$ cat src/rtl/exec_pkg.sv
// Shared types for the execute stage: opcodes, flag bit positions and FSM states.
// Multiply support in the datapath is enabled by defining EXEC_MUL_EN.
package exec_pkg;

    typedef enum logic [3:0] {
        OP_ADD  = 4'd0,
        OP_SUB  = 4'd1,
        OP_AND  = 4'd2,
        OP_OR   = 4'd3,
        OP_XOR  = 4'd4,
        OP_NOT  = 4'd5,
        OP_SHL  = 4'd6,
        OP_SHR  = 4'd7,
        OP_PASS = 4'd8,
        OP_MUL  = 4'd9
    } op_e;

    localparam int FLAG_Z = 0;
    localparam int FLAG_C = 1;
    localparam int FLAG_N = 2;
    localparam int FLAG_V = 3;

    typedef enum logic [1:0] {
        S_IDLE = 2'd0,
        S_MUL  = 2'd1,
        S_WB   = 2'd2
    } exec_state_e;

endpackage

$ cat src/rtl/exec_unit_if.sv
// Decoder-to-execute handshake plus register-file write port and status flags.
interface exec_unit_if #(
    parameter int WIDTH   = 8,
    parameter int RADDR_W = 3
);
    logic               in_valid;
    logic               in_ready;
    logic [3:0]         op;
    logic [WIDTH-1:0]   a;
    logic [WIDTH-1:0]   b;
    logic [RADDR_W-1:0] dst;
    logic               wb_en;
    logic [RADDR_W-1:0] wb_addr;
    logic [WIDTH-1:0]   wb_data;
    logic [3:0]         flags;
    logic               ill_op;

    modport master (
        output in_valid, op, a, b, dst,
        input  in_ready, wb_en, wb_addr, wb_data, flags, ill_op
    );

    modport slave (
        input  in_valid, op, a, b, dst,
        output in_ready, wb_en, wb_addr, wb_data, flags, ill_op
    );
endinterface

$ cat src/rtl/exec_mul_seq.sv
// Iterative shift-add multiplier: operands load on start, one partial product per clock.
// done is high during the final step; product then carries the completed result.
module exec_mul_seq #(
    parameter int WIDTH = 8
) (
    input  logic                 clk,
    input  logic                 rst,
    input  logic                 start,
    input  logic [WIDTH-1:0]     a,
    input  logic [WIDTH-1:0]     b,
    output logic                 done,
    output logic [2*WIDTH-1:0]   product
);
    localparam int CNT_W = $clog2(WIDTH);

    logic                 busy_q, busy_d;
    logic [CNT_W-1:0]     cnt_q, cnt_d;
    logic [2*WIDTH-1:0]   mcand_q, mcand_d;
    logic [WIDTH-1:0]     mplier_q, mplier_d;
    logic [2*WIDTH-1:0]   acc_q, acc_d;
    logic [2*WIDTH-1:0]   step_acc;

    assign step_acc = acc_q + (mplier_q[0] ? mcand_q : '0);
    assign done     = busy_q && (cnt_q == CNT_W'(WIDTH - 1));
    // Expose the in-flight step so the caller can register the product on the same edge.
    assign product  = step_acc;

    always_comb begin
        busy_d   = busy_q;
        cnt_d    = cnt_q;
        mcand_d  = mcand_q;
        mplier_d = mplier_q;
        acc_d    = acc_q;
        if (start) begin
            busy_d   = 1'b1;
            cnt_d    = '0;
            mcand_d  = {{WIDTH{1'b0}}, a};
            mplier_d = b;
            acc_d    = '0;
        end else if (busy_q) begin
            acc_d    = step_acc;
            mcand_d  = {mcand_q[2*WIDTH-2:0], 1'b0};
            mplier_d = {1'b0, mplier_q[WIDTH-1:1]};
            cnt_d    = cnt_q + 1'b1;
            if (done) busy_d = 1'b0;
        end
    end

    always_ff @(posedge clk or negedge rst) begin
        if (!rst) begin
            busy_q   <= 1'b0;
            cnt_q    <= '0;
            mcand_q  <= '0;
            mplier_q <= '0;
            acc_q    <= '0;
        end else begin
            busy_q   <= busy_d;
            cnt_q    <= cnt_d;
            mcand_q  <= mcand_d;
            mplier_q <= mplier_d;
            acc_q    <= acc_d;
        end
    end
endmodule

$ cat src/rtl/exec_unit.sv
// Execute stage: single-cycle ALU with registered writeback and {V,N,C,Z} flags.
// Defining EXEC_MUL_EN adds the multi-cycle multiply (opcode 9); otherwise opcode 9 is illegal.
//
// state  | meaning
// S_IDLE | ready for a new op; ALU ops complete here
// S_MUL  | multiplier stepping, decoder held off
// S_WB   | product written back this cycle, ready for a new op
module exec_unit
    import exec_pkg::*;
#(
    parameter int WIDTH   = 8,
    parameter int RADDR_W = 3
) (
    input  logic          clk,
    input  logic          rst,
    exec_unit_if.slave    bus
);
    exec_state_e        state_q, state_d;
    logic               in_ready_q, in_ready_d;
    logic               wb_en_q, wb_en_d;
    logic [RADDR_W-1:0] wb_addr_q, wb_addr_d;
    logic [WIDTH-1:0]   wb_data_q, wb_data_d;
    logic [3:0]         flags_q, flags_d;
    logic               ill_q, ill_d;

    op_e                op_v;
    logic               accept;
    logic [WIDTH:0]     sum_ext, diff_ext;
    logic [WIDTH-1:0]   alu_res;
    logic               alu_c, alu_v, alu_legal;
    logic [3:0]         alu_flags;

    assign op_v     = op_e'(bus.op);
    assign accept   = bus.in_valid && in_ready_q;
    assign sum_ext  = {1'b0, bus.a} + {1'b0, bus.b};
    assign diff_ext = {1'b0, bus.a} - {1'b0, bus.b};

    always_comb begin
        alu_res   = '0;
        alu_c     = 1'b0;
        alu_v     = 1'b0;
        alu_legal = 1'b1;
        case (op_v)
            OP_ADD: begin
                alu_res = sum_ext[WIDTH-1:0];
                alu_c   = sum_ext[WIDTH];
                alu_v   = (bus.a[WIDTH-1] == bus.b[WIDTH-1]) &&
                          (sum_ext[WIDTH-1] != bus.a[WIDTH-1]);
            end
            OP_SUB: begin
                alu_res = diff_ext[WIDTH-1:0];
                alu_c   = diff_ext[WIDTH];
                alu_v   = (bus.a[WIDTH-1] != bus.b[WIDTH-1]) &&
                          (diff_ext[WIDTH-1] != bus.a[WIDTH-1]);
            end
            OP_AND:  alu_res = bus.a & bus.b;
            OP_OR:   alu_res = bus.a | bus.b;
            OP_XOR:  alu_res = bus.a ^ bus.b;
            OP_NOT:  alu_res = ~bus.a;
            OP_SHL: begin
                alu_res = {bus.a[WIDTH-2:0], 1'b0};
                alu_c   = bus.a[WIDTH-1];
            end
            OP_SHR: begin
                alu_res = {1'b0, bus.a[WIDTH-1:1]};
                alu_c   = bus.a[0];
            end
            OP_PASS: alu_res = bus.b;
            // OP_MUL is handled by the sequencer, so it is never a legal ALU op here.
            default: alu_legal = 1'b0;
        endcase
        alu_flags         = '0;
        alu_flags[FLAG_Z] = (alu_res == '0);
        alu_flags[FLAG_N] = alu_res[WIDTH-1];
        alu_flags[FLAG_C] = alu_c;
        alu_flags[FLAG_V] = alu_v;
    end

`ifdef EXEC_MUL_EN
    logic               mul_start, mul_done, is_mul;
    logic [2*WIDTH-1:0] mul_prod;
    logic [RADDR_W-1:0] mul_dst_q, mul_dst_d;
    logic [3:0]         mul_flags;

    assign is_mul = (op_v == OP_MUL);

    exec_mul_seq #(.WIDTH(WIDTH)) u_mul (
        .clk     (clk),
        .rst     (rst),
        .start   (mul_start),
        .a       (bus.a),
        .b       (bus.b),
        .done    (mul_done),
        .product (mul_prod)
    );

    always_comb begin
        mul_flags         = '0;
        mul_flags[FLAG_Z] = (mul_prod[WIDTH-1:0] == '0);
        mul_flags[FLAG_N] = mul_prod[WIDTH-1];
        mul_flags[FLAG_C] = |mul_prod[2*WIDTH-1:WIDTH];
        mul_flags[FLAG_V] = |mul_prod[2*WIDTH-1:WIDTH];
    end
`endif

    always_comb begin
        state_d   = state_q;
        wb_en_d   = 1'b0;
        wb_addr_d = wb_addr_q;
        wb_data_d = wb_data_q;
        flags_d   = flags_q;
        ill_d     = 1'b0;
`ifdef EXEC_MUL_EN
        mul_start = 1'b0;
        mul_dst_d = mul_dst_q;
`endif
        if (state_q == S_MUL) begin
`ifdef EXEC_MUL_EN
            if (mul_done) begin
                state_d   = S_WB;
                wb_en_d   = 1'b1;
                wb_addr_d = mul_dst_q;
                wb_data_d = mul_prod[WIDTH-1:0];
                flags_d   = mul_flags;
            end
`endif
        end else begin
            state_d = S_IDLE;
            if (accept) begin
`ifdef EXEC_MUL_EN
                if (is_mul) begin
                    state_d   = S_MUL;
                    mul_start = 1'b1;
                    mul_dst_d = bus.dst;
                end else
`endif
                if (alu_legal) begin
                    wb_en_d   = 1'b1;
                    wb_addr_d = bus.dst;
                    wb_data_d = alu_res;
                    flags_d   = alu_flags;
                end else begin
                    ill_d = 1'b1;
                end
            end
        end
        in_ready_d = (state_d != S_MUL);
    end

    always_ff @(posedge clk or negedge rst) begin
        if (!rst) begin
            state_q    <= S_IDLE;
            in_ready_q <= 1'b0;
            wb_en_q    <= 1'b0;
            wb_addr_q  <= '0;
            wb_data_q  <= '0;
            flags_q    <= '0;
            ill_q      <= 1'b0;
`ifdef EXEC_MUL_EN
            mul_dst_q  <= '0;
`endif
        end else begin
            state_q    <= state_d;
            in_ready_q <= in_ready_d;
            wb_en_q    <= wb_en_d;
            wb_addr_q  <= wb_addr_d;
            wb_data_q  <= wb_data_d;
            flags_q    <= flags_d;
            ill_q      <= ill_d;
`ifdef EXEC_MUL_EN
            mul_dst_q  <= mul_dst_d;
`endif
        end
    end

    assign bus.in_ready = in_ready_q;
    assign bus.wb_en    = wb_en_q;
    assign bus.wb_addr  = wb_addr_q;
    assign bus.wb_data  = wb_data_q;
    assign bus.flags    = flags_q;
    assign bus.ill_op   = ill_q;
endmodule

$ cat src/flat_wrapper.sv
// flat-port wrapper written by rule: the top's interface ports become plain ports
module exec_unit_flat import exec_pkg::*;
#(
    parameter int WIDTH   = 8,
    parameter int RADDR_W = 3
)
  (clk, rst, bus_in_valid, bus_op, bus_a, bus_b, bus_dst, bus_in_ready, bus_wb_en, bus_wb_addr, bus_wb_data, bus_flags, bus_ill_op);
  exec_unit_if #(.WIDTH(WIDTH), .RADDR_W(RADDR_W)) bus_i ();
  input  logic clk;
  input  logic rst;
  input wire logic [$bits(bus_i.in_valid)-1:0] bus_in_valid;
  input wire logic [$bits(bus_i.op)-1:0] bus_op;
  input wire logic [$bits(bus_i.a)-1:0] bus_a;
  input wire logic [$bits(bus_i.b)-1:0] bus_b;
  input wire logic [$bits(bus_i.dst)-1:0] bus_dst;
  output wire logic [$bits(bus_i.in_ready)-1:0] bus_in_ready;
  output wire logic [$bits(bus_i.wb_en)-1:0] bus_wb_en;
  output wire logic [$bits(bus_i.wb_addr)-1:0] bus_wb_addr;
  output wire logic [$bits(bus_i.wb_data)-1:0] bus_wb_data;
  output wire logic [$bits(bus_i.flags)-1:0] bus_flags;
  output wire logic [$bits(bus_i.ill_op)-1:0] bus_ill_op;
  assign bus_i.in_valid = bus_in_valid;
  assign bus_i.op = bus_op;
  assign bus_i.a = bus_a;
  assign bus_i.b = bus_b;
  assign bus_i.dst = bus_dst;
  assign bus_in_ready = bus_i.in_ready;
  assign bus_wb_en = bus_i.wb_en;
  assign bus_wb_addr = bus_i.wb_addr;
  assign bus_wb_data = bus_i.wb_data;
  assign bus_flags = bus_i.flags;
  assign bus_ill_op = bus_i.ill_op;
  exec_unit #(.WIDTH(WIDTH), .RADDR_W(RADDR_W)) u_core (.clk(clk), .rst(rst), .bus(bus_i));
endmodule
$ cat config.mk
export PLATFORM = sky130hd
export DESIGN_NAME = exec_unit_flat
export DESIGN_NICKNAME = d
export VERILOG_FILES = /design/src/rtl/exec_pkg.sv /design/src/rtl/exec_unit_if.sv /design/src/rtl/exec_mul_seq.sv /design/src/rtl/exec_unit.sv /design/src/flat_wrapper.sv
export SDC_FILE = /design/constraint.sdc
export NUM_CORES = 1
export LEC_CHECK = 0
export CORE_MARGIN = 4
export CORE_UTILIZATION = 52
export CTS_BUF_LIST = sky130_fd_sc_hd__clkbuf_4 sky130_fd_sc_hd__clkbuf_8
export CTS_CLUSTER_DIAMETER = 100
export CTS_CLUSTER_SIZE = 10
export DETAILED_ROUTE_END_ITERATION = 8
export PLACE_DENSITY = 0.8
export SYNTH_ARGS = -nofsm -noshare
export SYNTH_HDL_FRONTEND = slang
export SYNTH_SLANG_ARGS = --single-unit
$ cat constraint.sdc
create_clock -name clk -period 1.88 [get_ports clk]
set_input_delay 0.376 -clock clk [delete_from_list [all_inputs] [get_ports clk]]
set_output_delay 0.376 -clock clk [all_outputs]
set_load 0.05 [all_outputs]
==> metrics.md, run 1 <==
| Metric | Value |
|---|---|
| Mux cell area share after synthesis | `7.06%` |
| Failed at | `global routing (5_1_grt)` |
| Site row count | `23` |
| Top FF cell, synth | `dfrtp_1` |
| Post-Synth XOR/XNOR Area | `1.93%` |
| Share of flip-flops with an asynchronous set or reset | `100%` |
| Most frequent cells after synthesis | `ha_1 (24), inv_1 (24), nor2_1 (24), nand2_1 (21), a21oi_1 (20)` |
| Die Wd | `74.1 um` |
| PortBufs | `43` |
| H-tree depth | `1` |
| Syn_nets | `~330` |
| Unique masters post-synth | `63` |
| Leading area contributor after synthesis | `dfrtp_1` |
| Die H | `~74 um` |
| Worst_ep grt | `u_core.bus.flags[0]$_DFFE_PN0P_/D` |
| Initial Util | `around 55%` |
| Dpl cells | `450` |
| Top cells by area, synth | `dfrtp_1 (21%), ha_1 (13%), a21oi_1 (4.4%)` |
| Simple-gate area share of the yosys netlist | `around 21%` |
| Yosys reg bits | `19` |
| Yosys top cell area share | `21.0%` |
| Hold_buf cts | `0` |
| Adder-Cell Fraction of Synth Area | `15.0%` |
| Gpl congestion | `between 0.9 and 1` |
| I/O pin count | `44` |
| Clk sinks | `19` |
| Post-Syn Area per Cell | `roughly 8.1 um2` |
| Grt total ovfl | `a little under 50` |
| Clock Path Buffers | `2` |
| Compound-cell area share of the yosys netlist | `25.5%` |
| Cells after Synth | `280` |
| Largest family of logic cells by synthesized area | `compound AO/OA/AOI/OAI gates` |
| First error message | `[ERROR GRT-0232] Routing congestion too high. Check the congestion heatmap in the GUI.` |
| Status | `stopped before the end` |
| CTS buffer count | `3` |
| Pin count of the biggest net entering global routing | `20` |
| Post-synthesis sequential area ratio | `a little over a fifth` |
| HPWL Detailed | `approximately 6300 um` |
| Number of synthesized flops with an enable pin | `0` |
| Root buffer cell | `clkbuf_8` |
| Total global-route track usage | `66.6%` |
| Mapped Area | `roughly 2300 um2` |
| Worst_ep kind | `sequential cell input` |
| Synth warnings | `0` |
metal layers:
layer,global-route usage (%),GRT overflow
met1,62.3,1
met2,86.1,25
met3,51.8,1
met4,72.2,22
met5,7.41,0
cells by family after synthesis:
group                    after synthesis
AO/OA/AOI/OAI                         82
XOR/XNOR                               5
adder cells (fa/ha/maj)               26
buffers and inverters                 41
flip-flops                            19
multiplexers                          14
other                                  1
AND/OR/NAND/NOR                       92
per-stage QoR:
stage / setup WS [ns] / setup TNS (ns) / utilization (%) / instance area (um2)
2_1_floorplan: -0.294 / -1.14 / - / 2320
3_3_place_gp: -0.969 / -10.31 / 82.6 / 3400
3_5_place_dp: -1.02 / -11.52 / 82.6 / 3400
4_1_cts: -0.322 / -1.27 / 93.3 / 3840
timing repair:
item	in CTS
cloned	1
pin swaps	38
gates resized for setup	124
buffers inserted	12
endpoints found under the setup margin	15
==> inputs of run 2 (changes only) <==
CORE_UTILIZATION = 37   (was 52)
CTS_BUF_LIST = default   (was sky130_fd_sc_hd__clkbuf_4 sky130_fd_sc_hd__clkbuf_8)
CTS_CLUSTER_DIAMETER = default   (was 100)
CTS_CLUSTER_SIZE = default   (was 10)
PLACE_DENSITY = default   (was 0.8)
PLACE_DENSITY_LB_ADDON = 0.15   (was default)
==> metrics.md, run 2 <==
| Metric | Value |
|---|---|
| Status | `complete, but fails checks` |
| Failing checks | `setup timing` |
| Final Core Density | `just under 70%` |
| Vias | `between 2000 and 3000` |
| Cells after Synth | `280` |
| Site row count | `28` |
| Total die area | `7450 um2` |
| Worst path arrival time | `between 2 and 2.5 ns` |
| Pleak | `about 0.0018 uW` |
| Number of synthesized flops with an enable pin | `0` |
| Routed wire length on met2 | `4230 um` |
| Top FF cell, synth | `dfrtp_1` |
| RSZ-0062 raised after global routing | `yes` |
| Commonest non-fill, non-tap cells in the layout | `buf_4 (109), nor2_1 (22), dfrtp_1 (19), nand2_1 (18), buf_6 (16)` |
| Post-route ant nets | `0` |
| Leading area contributor after synthesis | `dfrtp_1` |
| Switching power share of the total | `between 40% and 50%` |
| Router iterations before antenna repair | `4` |
| Final period util | `114%` |
| Pin count of the biggest net entering global routing | `20` |
| Post-Syn Area per Cell | `~8.1 um2` |
| Psw | `between 800 and 900 uW` |
| Int Power | `1210 uW` |
| Grt total ovfl | `0` |
| Setup Skew | `about 0.002 ns` |
| Top layer in use | `met4` |
| Worst skew pair latency | `0.25 ns` |
| Metal3 WL | `slightly below 400 um` |
| Synthesis-to-finish area growth | `78.6%` |
| Worst VDD drop | `roughly 470 uV` |
| Syn_nets | `332` |
| Most frequent cells after synthesis | `ha_1 (24), inv_1 (24), nor2_1 (24), nand2_1 (21), a21oi_1 (20)` |
| WS Path Type | `input pin to register` |
| Max reg flops | `7` |
| Initial Util | `38.3%` |
| Clk sinks | `19` |
| Clock share of power | `13.6%` |
| Synth warnings | `0` |
| Cell Pwr Density | `just over 500 nW/um2` |
| Yosys reg bits | `19` |
| Combinational power share | `between 60% and 70%` |
| Slew Viols, Final | `0` |
| Top cells by area, synth | `dfrtp_1 (21%), ha_1 (13%), a21oi_1 (4.4%)` |
| Final-stage net count | `approximately 480` |
| Via count of the first global-routing pass | `between 2000 and 3000` |
| HPWL Detailed | `between 5000 and 6000 um` |
| Unique masters post-synth | `63` |
| PortBufs | `43` |
| Hold_buf cts | `0` |
| Commonest non-fill, non-tap cell in the layout | `buf_4` |
| Hold crit path type | `input pin to async pin` |
| Fillers | `472` |
| Total global-route track usage | `20.8%` |
| Post-synthesis sequential area ratio | `roughly a fifth` |
| Sequential power share | `between 20% and 30%` |
| H-tree depth | `1` |
| Final-report hold violation count | `0` |
| Rel. slew slack | `around two thirds` |
| Setup crit end kind | `register` |
| Slew @ Worst Pin | `roughly 0.5 ns` |
| Mapped Area | `2270 um2` |
| DR iter-0 viols | `between 150 and 200` |
| Met1 WL | `3440 um` |
| Root buffer cell | `clkbuf_8` |
| Die Wd | `around 86 um` |
| Core Footprint | `between 5000 and 6000 um2` |
| Share of flip-flops with an asynchronous set or reset | `100%` |
| CTS buffer count | `3` |
| Tmin final | `2.13 ns` |
| CTS tree | `built` |
| Vias/cell | `about 5.4` |
| CP startpoint kind | `input pin` |
| I/O pin count | `44` |
| Setup violations, final | `8` |
| Min Hold Slack | `about 0.45 ns` |
| Crit Path Max Fanout | `3` |
| Initial antenna violation count | `0` |
| Max Clock Freq | `around 0.47 GHz` |
| PnR worst setup slack | `-0.255 ns` |
| CTS clk-pin slew, worst paths | `about 0.070 ns` |
| Yosys top cell area share | `between 20% and 30%` |
| Clock Path Buffers | `2` |
| DR WL/cell | `16.5 um` |
| Layout cells sized above 1 | `52.8%` |
| DR DRC count | `0` |
| Gpl congestion | `between 0.8 and 0.9` |
| Setup tns final | `-1.49 ns` |
| Drt total wl | `a little over 8000 um` |
| N_diodes | `0` |
| Worst Path Required | `roughly 2 ns` |
| First-pass GRT wire length | `12600 um` |
| Die H | `approximately 86 um` |
| Max-cap violations | `0` |
[run 2: final cells by class]
class,instances,area (um2),share of cell area [%]
Sequential cell,19,475,11.7
Multi-Input combinational cell,220,1990,49.2
Clock inverter,1,5.00,0.124
Inverter,25,116,2.87
Tap cell,75,93.8,2.32
Timing Repair Buffer,154,1330,32.7
Clock buffer,3,41.3,1.02
[run 2: per-layer routing]
metal | GRT usage [%] | up-vias
met5 | 0 | -
met4 | 3.97 | 0
met3 | 2.76 | 16
met2 | 38.1 | 84
met1 | 26.3 | 1279
li1 | - | 1301
[run 2: power groups by stage]
stage          Sequential (uW)  Combinational (uW)  Clock, uW
2_1_floorplan              682                 404          0
3_3_place_gp               495                1030          0
3_5_place_dp               498                1040          0
4_1_cts                    491                1190        291
5_1_grt                    498                1350        303
6_report                   490                1270        278
[run 2: logic make-up (layout without fill, tap and decap cells)]
kind of cell,Yosys count,after routing,share of synthesized area [%]
other,1,1,0.165
buffers and inverters,41,183,8.66
AO/OA/AOI/OAI,82,82,25.5
flip-flops,19,19,21.0
adder cells (fa/ha/maj),26,26,15.0
multiplexers,14,14,7.06
XOR/XNOR,5,5,1.93
AND/OR/NAND/NOR,92,92,20.7
[run 2: worst max-delay path, cell delays in order]
cell and delay [ns]:
buf_8 0.11, ha_4 0.16, fa_2 0.38, a211oi_4 0.26
nor3_2 0.09, or3_4 0.34, a31oi_1 0.16, o221ai_1 0.14
o221a_2 0.26
[run 2: what timing repair did]
item                       in CTS  in global routing
gates resized for setup       134                 26
pin swaps                      27                 22
buffers inserted               11                  3
cloned                          1                  0
setup endpoints to repair      14                  9
[run 2: through the flow]
stage	instances	total power [uW]	worst slack (ns)	cell area, um2
global placement	479	1520	-0.980	3440
floorplan	280	1090	-0.294	2320
detailed placement	479	1540	-1.07	3440
CTS	495	1970	-0.219	3910
finish	497	2040	-0.255	4050
global route	497	2150	-0.322	4050
[run 2: final timing paths]
check / startpoint / slack (ns) / depth (start not counted) / to
setup reg to reg: u_core.state_q[0] / 0.20 / 8 / u_core.bus.flags[3]
hold / removal: rst / 0.45 / 2 / u_core.bus.flags[1]
min in group clk: u_core.state_q[0] / 0.47 / 1 / u_core.bus.in_ready
hold reg to reg: u_core.state_q[0] / 0.47 / 1 / u_core.bus.in_ready
max in group asynchronous: rst / 1.23 / 2 / u_core.bus.in_ready
setup / recovery: bus_a[0] / -0.25 / 9 / u_core.bus.flags[1]
(Power assumes the default switching activity.)
==> inputs of run 3 (changes only) <==
MAX_ROUTING_LAYER = met4   (was default)
==> metrics.md, run 3 (synthesized netlist as in run 2, its figures left out) <==
| Metric | Value |
|---|---|
| Clock Path Buffers | `2` |
| RSZ-0062 raised after global routing | `yes` |
| Max-cap violations | `0` |
| Initial antenna violation count | `0` |
| Max Clock Freq | `roughly 0.47 GHz` |
| CP max stage delay | `approximately 0.40 ns` |
| Worst path arrival time | `2.31 ns` |
| Final-report hold violation count | `0` |
| WS Path Type | `input pin to register` |
| Site row count | `28` |
| Core Footprint | `a little under 6000 um2` |
| Vias/cell | `roughly 5.2` |
| Commonest non-fill, non-tap cells in the layout | `buf_4 (108), nor2_1 (22), nand2_1 (19), dfrtp_1 (19), inv_1 (15)` |
| Clk sinks | `19` |
| Max reg flops | `7` |
| Setup crit end kind | `register` |
| DR WL/cell | `between 15 and 20 um` |
| Setup tns final | `-1.01 ns` |
| Final-stage net count | `467` |
| Pleak | `0.00176 uW` |
| DR DRC count | `0` |
| Post-route ant nets | `0` |
| Total die area | `about 7400 um2` |
| Cell Pwr Density | `around 510 nW/um2` |
| Router iterations before antenna repair | `4` |
| Setup Skew | `0.00199 ns` |
| Total Power | `roughly 2000 uW` |
| Pre-CTS WS | `-1.09 ns` |
| Via count of the first global-routing pass | `2690` |
| Status | `complete, but fails checks` |
| Worst R2R End | `u_core.bus.flags[0]` |
| Root buffer cell | `clkbuf_8` |
| Hold crit path type | `input pin to async pin` |
| PnR worst setup slack | `-0.234 ns` |
| Setup crit end | `u_core.bus.flags[0]` |
| Total global-route track usage | `approximately 22%` |
| First-pass GRT wire length | `about 13000 um` |
| CP cell instances | `buf_8 -> ha_4 -> fa_2 -> mux2i_1 -> nor4_1 -> a221o_1 -> a211oi_4 -> o2111ai_2 -> nor3_2 -> a41o_1` |
| Gpl congestion | `around 0.9` |
| Final period util | `112%` |
| Drt total wl | `around 7600 um` |
| Worst VDD drop | `slightly below 400 uV` |
| Commonest non-fill, non-tap cell in the layout | `buf_4` |
| HPWL Detailed | `between 5000 and 6000 um` |
| CP startpoint kind | `input pin` |
| RR Startpoint | `u_core.state_q[0]` |
| Worst Path Required | `2.08 ns` |
| PortBufs | `43` |
| Die Wd | `roughly 86 um` |
| Synthesis-to-finish area growth | `71.0%` |
| N_diodes | `0` |
| R2R Setup Slk | `about 0.19 ns` |
| CTS clk-pin slew, worst paths | `approximately 0.070 ns` |
| Layout cells sized above 1 | `between 40 and 50%` |
| CTS tree | `built` |
| CTS buffer count | `3` |
| Worst Reg-to-Reg Cells | `7` |
| Fillers | `500` |
| Finished Layout Cells | `489` |
| Grt total ovfl | `0` |
| Setup crit start | `bus_a[0]` |
| H-tree depth | `1` |
| Failing checks | `setup timing` |
| Setup violations, final | `8` |
| I/O pin count | `44` |
| Crit Path Max Fanout | `3` |
| DR iter-0 viols | `96` |
| Die H | `around 86 um` |
| Dpl cells | `between 400 and 500` |
| Vias | `~2600` |
| Initial Util | `roughly two fifths` |
| Worst skew pair latency | `approximately 0.25 ns` |
| Tmin final | `roughly 2.1 ns` |
| Slowest CP cell | `fa_2` |
| Pin count of the biggest net entering global routing | `20` |
| Slew Viols, Final | `0` |
==> run 3: power breakdown <==
group	total (uW)	internal, uW	leakage (uW)	switching (uW)
Sequential	490	462	0.000228	28.0
Clock	283	147	0.0000255	136
Combinational	1190	548	0.00151	638
Total	1960	1160	0.00176	802
==> run 3: worst min-delay path by stage <==
stage | to | slack (ns) | cells after the start
6_report | u_core.bus.flags[1] | 0.45 | 2
5_1_grt | u_core.bus.wb_data[2] | 0.48 | 2
4_1_cts | u_core.bus.wb_en | 0.45 | 2
3_5_place_dp | u_core.bus.in_ready | 0.47 | 1
3_3_place_gp | u_core.bus.in_ready | 0.45 | 1
2_1_floorplan | u_core.bus.flags[0] | 0.08 | 0
==> run 3: stage by stage <==
stage | hold WS (ns) | utilization, % | cell area (um2)
after global placement | 0.454 | 57.6 | 3410
after CTS | 0.451 | 64.3 | 3800
after detailed placement | 0.470 | 57.6 | 3410
final | 0.447 | 65.5 | 3880
after global routing | 0.477 | 65.5 | 3880
after floorplan | 0.0804 | - | 2320
==> run 3: what timing repair did <==
| action | in CTS | in global routing |
|---|---|---|
| setup endpoints to repair | 14 | 11 |
| buffers inserted | 8 | 0 |
| endpoints found under the hold margin | 0 | 0 |
| cloned | 1 | 0 |
| hold buffers | 0 | 0 |
| resized for setup | 116 | 16 |
| pin swaps | 35 | 13 |
==> run 3: area by class of cell <==
type / count / area [um2] / area share, %
clock inverter: 1 / 5.00 / 0.129
sequential: 19 / 475 / 12.3
inverter: 25 / 114 / 2.94
timing repair buffer: 146 / 1210 / 31.1
clock buffer: 3 / 41.3 / 1.06
tap: 75 / 93.8 / 2.42
multi-input combinational: 220 / 1940 / 50.1
==> run 3: routing by layer <==
metal  routed length [um]  GRT usage [%]  up-vias
met2                 3850           38.5       58
met4                  208           6.94        0
met5                    0              -        -
li1                     -              -     1284
met3                  270           2.28       18
met1                 3270           26.6     1201
==> run 3: critical path: cells and delay by family <==
kind	cells	cell delay, ns
adders and majority gates	2	0.56
buffers and inverters	1	0.11
AOI/OAI and AO/OA	4	0.92
muxes	1	0.14
and+or+nand+nor	2	0.20
==> inputs of run 4 (changes only) <==
--- a/constraint.sdc
+++ b/constraint.sdc
@@ -3,2 +3,2 @@
 set_output_delay 0.376 -clock clk [all_outputs]
-set_load 0.05 [all_outputs]
+set_load 0.1 [all_outputs]
==> metrics.md, run 4 (synthesized netlist as in run 2, its figures left out) <==
| Metric | Value |
|---|---|
| Clk sinks | `19` |
| First-pass GRT wire length | `between 10000 and 15000 um` |
| Total die area | `about 7400 um2` |
| Status | `complete, but fails checks` |
| Int Power | `1320 uW` |
| Setup violations, final | `8` |
| Root buffer cell | `clkbuf_8` |
| Gpl congestion | `~0.90` |
| Final-report hold violation count | `0` |
| Failing checks | `setup timing` |
| Die H | `86.3 um` |
| Worst VDD drop | `around 540 uV` |
| Max reg flops | `7` |
| Slowest CP cell | `fa_2` |
| CP startpoint kind | `input pin` |
| Setup tns final | `-1.23 ns` |
| Core Footprint | `~5900 um2` |
| Switching power share of the total | `between 40% and 50%` |
| Grt total ovfl | `0` |
| CTS buffer count | `3` |
| HPWL Detailed | `~6000 um` |
| Router iterations before antenna repair | `4` |
| Dpl cells | `between 400 and 500` |
| Worst skew pair latency | `around 0.25 ns` |
| Vias | `around 2700` |
| Cell Pwr Density | `roughly 560 nW/um2` |
| Max-cap violations | `0` |
| Tmin final | `~2.1 ns` |
| PortBufs | `43` |
| Drt total wl | `between 8000 and 9000 um` |
| Commonest non-fill, non-tap cell in the layout | `buf_4` |
| Die Wd | `roughly 86 um` |
| Synthesis-to-finish area growth | `88.9%` |
| DR WL/cell | `about 17 um` |
| Final period util | `114%` |
| Finished Layout Cells | `496` |
| Slew Viols, Final | `0` |
| Hold crit path type | `input pin to async pin` |
| Final-stage net count | `approximately 470` |
| Setup crit end kind | `register` |
| DP Area | `between 3000 and 4000 um2` |
| Crit Path Max Fanout | `4` |
| Family with the most delay on the worst path | `compound AO/OA/AOI/OAI gates` |
| Sequential power share | `21.6%` |
| H-tree depth | `1` |
| DR DRC count | `0` |
| Total global-route track usage | `around 22%` |
| Site row count | `28` |
| I/O pin count | `between 40 and 50` |
| Layout cells sized above 1 | `between 50 and 60%` |
| Pin count of the biggest net entering global routing | `20` |
| CP cell instances | `buf_12 -> ha_4 -> fa_2 -> mux2i_1 -> nor4_1 -> a221o_1 -> a211oi_4 -> o2111ai_2 -> nor3_2 -> a41o_1` |
| Via count of the first global-routing pass | `2592` |
| Post-route ant nets | `0` |
| WS Path Type | `input pin to register` |
| Pleak | `between 0.0015 and 0.002 uW` |
| RSZ-0062 raised after global routing | `yes` |
| Initial antenna violation count | `0` |
| Setup Skew | `between 0.0009 and 0.001 ns` |
| CP max stage delay | `about 0.4 ns` |
| Clock Path Buffers | `2` |
| Combinational power share | `around two thirds` |
| PnR worst setup slack | `-0.264 ns` |
| Worst path arrival time | `2.34 ns` |
| Psw | `~1100 uW` |
| Pre-CTS WS | `-1.08 ns` |
| N_diodes | `0` |
| Clock share of power | `a little under an eighth` |
| Commonest non-fill, non-tap cells in the layout | `buf_4 (102), nor2_1 (20), nand2_1 (20), buf_12 (18), dfrtp_1 (18)` |
| CTS tree | `built` |
| Final instance area | `about 4300 um2` |
| CTS clk-pin slew, worst paths | `approximately 0.070 ns` |
| Worst Path Required | `2.07 ns` |
| Vias/cell | `5.37` |
| Initial Util | `a little under two fifths` |
| Max Clock Freq | `about 0.47 GHz` |
| Final Core Density | `72.4%` |
| DR iter-0 viols | `~190` |
| Buf+Inv Stages, Crit Path | `1` |
run 4: cell types whose count changed in the layout (fill, tap and decap cells not counted), moves of 5 or more:
cell,previous run,this run
clkdlybuf4s50_1,12,7
buf_4,108,102
dlymetal6s2s_1,0,5
buf_12,0,18
run 4: worst paths after layout:
kind	from	end	slack (ns)	depth (start not counted)
worst min register to register	u_core.state_q[0]	u_core.bus.in_ready	0.47	1
max in group asynchronous	rst	u_core.bus.in_ready	1.21	2
worst min-delay path	rst	u_core.bus.flags[1]	0.45	2
worst max register to register	u_core.state_q[0]	u_core.bus.flags[0]	0.25	7
min in group clk	u_core.state_q[0]	u_core.bus.in_ready	0.47	1
worst max-delay path	bus_b[0]	u_core.bus.flags[0]	-0.26	10
run 4: repair_timing:
item,CTS,global route
setup buffers,7,11
cloned,1,1
resized for setup,87,73
pin swaps,27,41
setup endpoints to repair,14,13
hold buffers,0,0
run 4: power by group through the flow:
| stage | sequential (uW) | clock [uW] | combinational, uW |
|---|---|---|---|
| 3_3_place_gp | 523 | 0 | 1370 |
| 6_report | 517 | 277 | 1600 |
| 2_1_floorplan | 881 | 0 | 419 |
| 3_5_place_dp | 526 | 0 | 1380 |
| 5_1_grt | 523 | 314 | 1680 |
| 4_1_cts | 519 | 286 | 1480 |
run 4: cell type report:
class	count	area, um2
Sequential cell	19	477
Timing Repair Buffer	153	1500
Clock buffer	4	45.0
Inverter	25	114
Fill cell	417	1640
Tap cell	75	93.8
Multi-Input combinational cell	220	2050
run 4: per-layer routing:
layer  vias up  track usage [%]  part of all wire, %  routed length, um
li1       1290                -                    -                  -
met1      1278             26.9                   42               3410
met5         -                -                    0                  0
met2        76             37.1                   51               4180
met3        18             2.38                  4.6                373
met4         0             6.66                  2.8                233
run 4: metrics by stage:
| stage | total power [uW] | hold slack, ns |
|---|---|---|
| 3_3_place_gp | 1890 | 0.452 |
| 2_1_floorplan | 1300 | 0.0804 |
| 4_1_cts | 2280 | 0.451 |
| 6_report | 2400 | 0.448 |
| 5_1_grt | 2520 | 0.486 |
| 3_5_place_dp | 1910 | 0.462 |
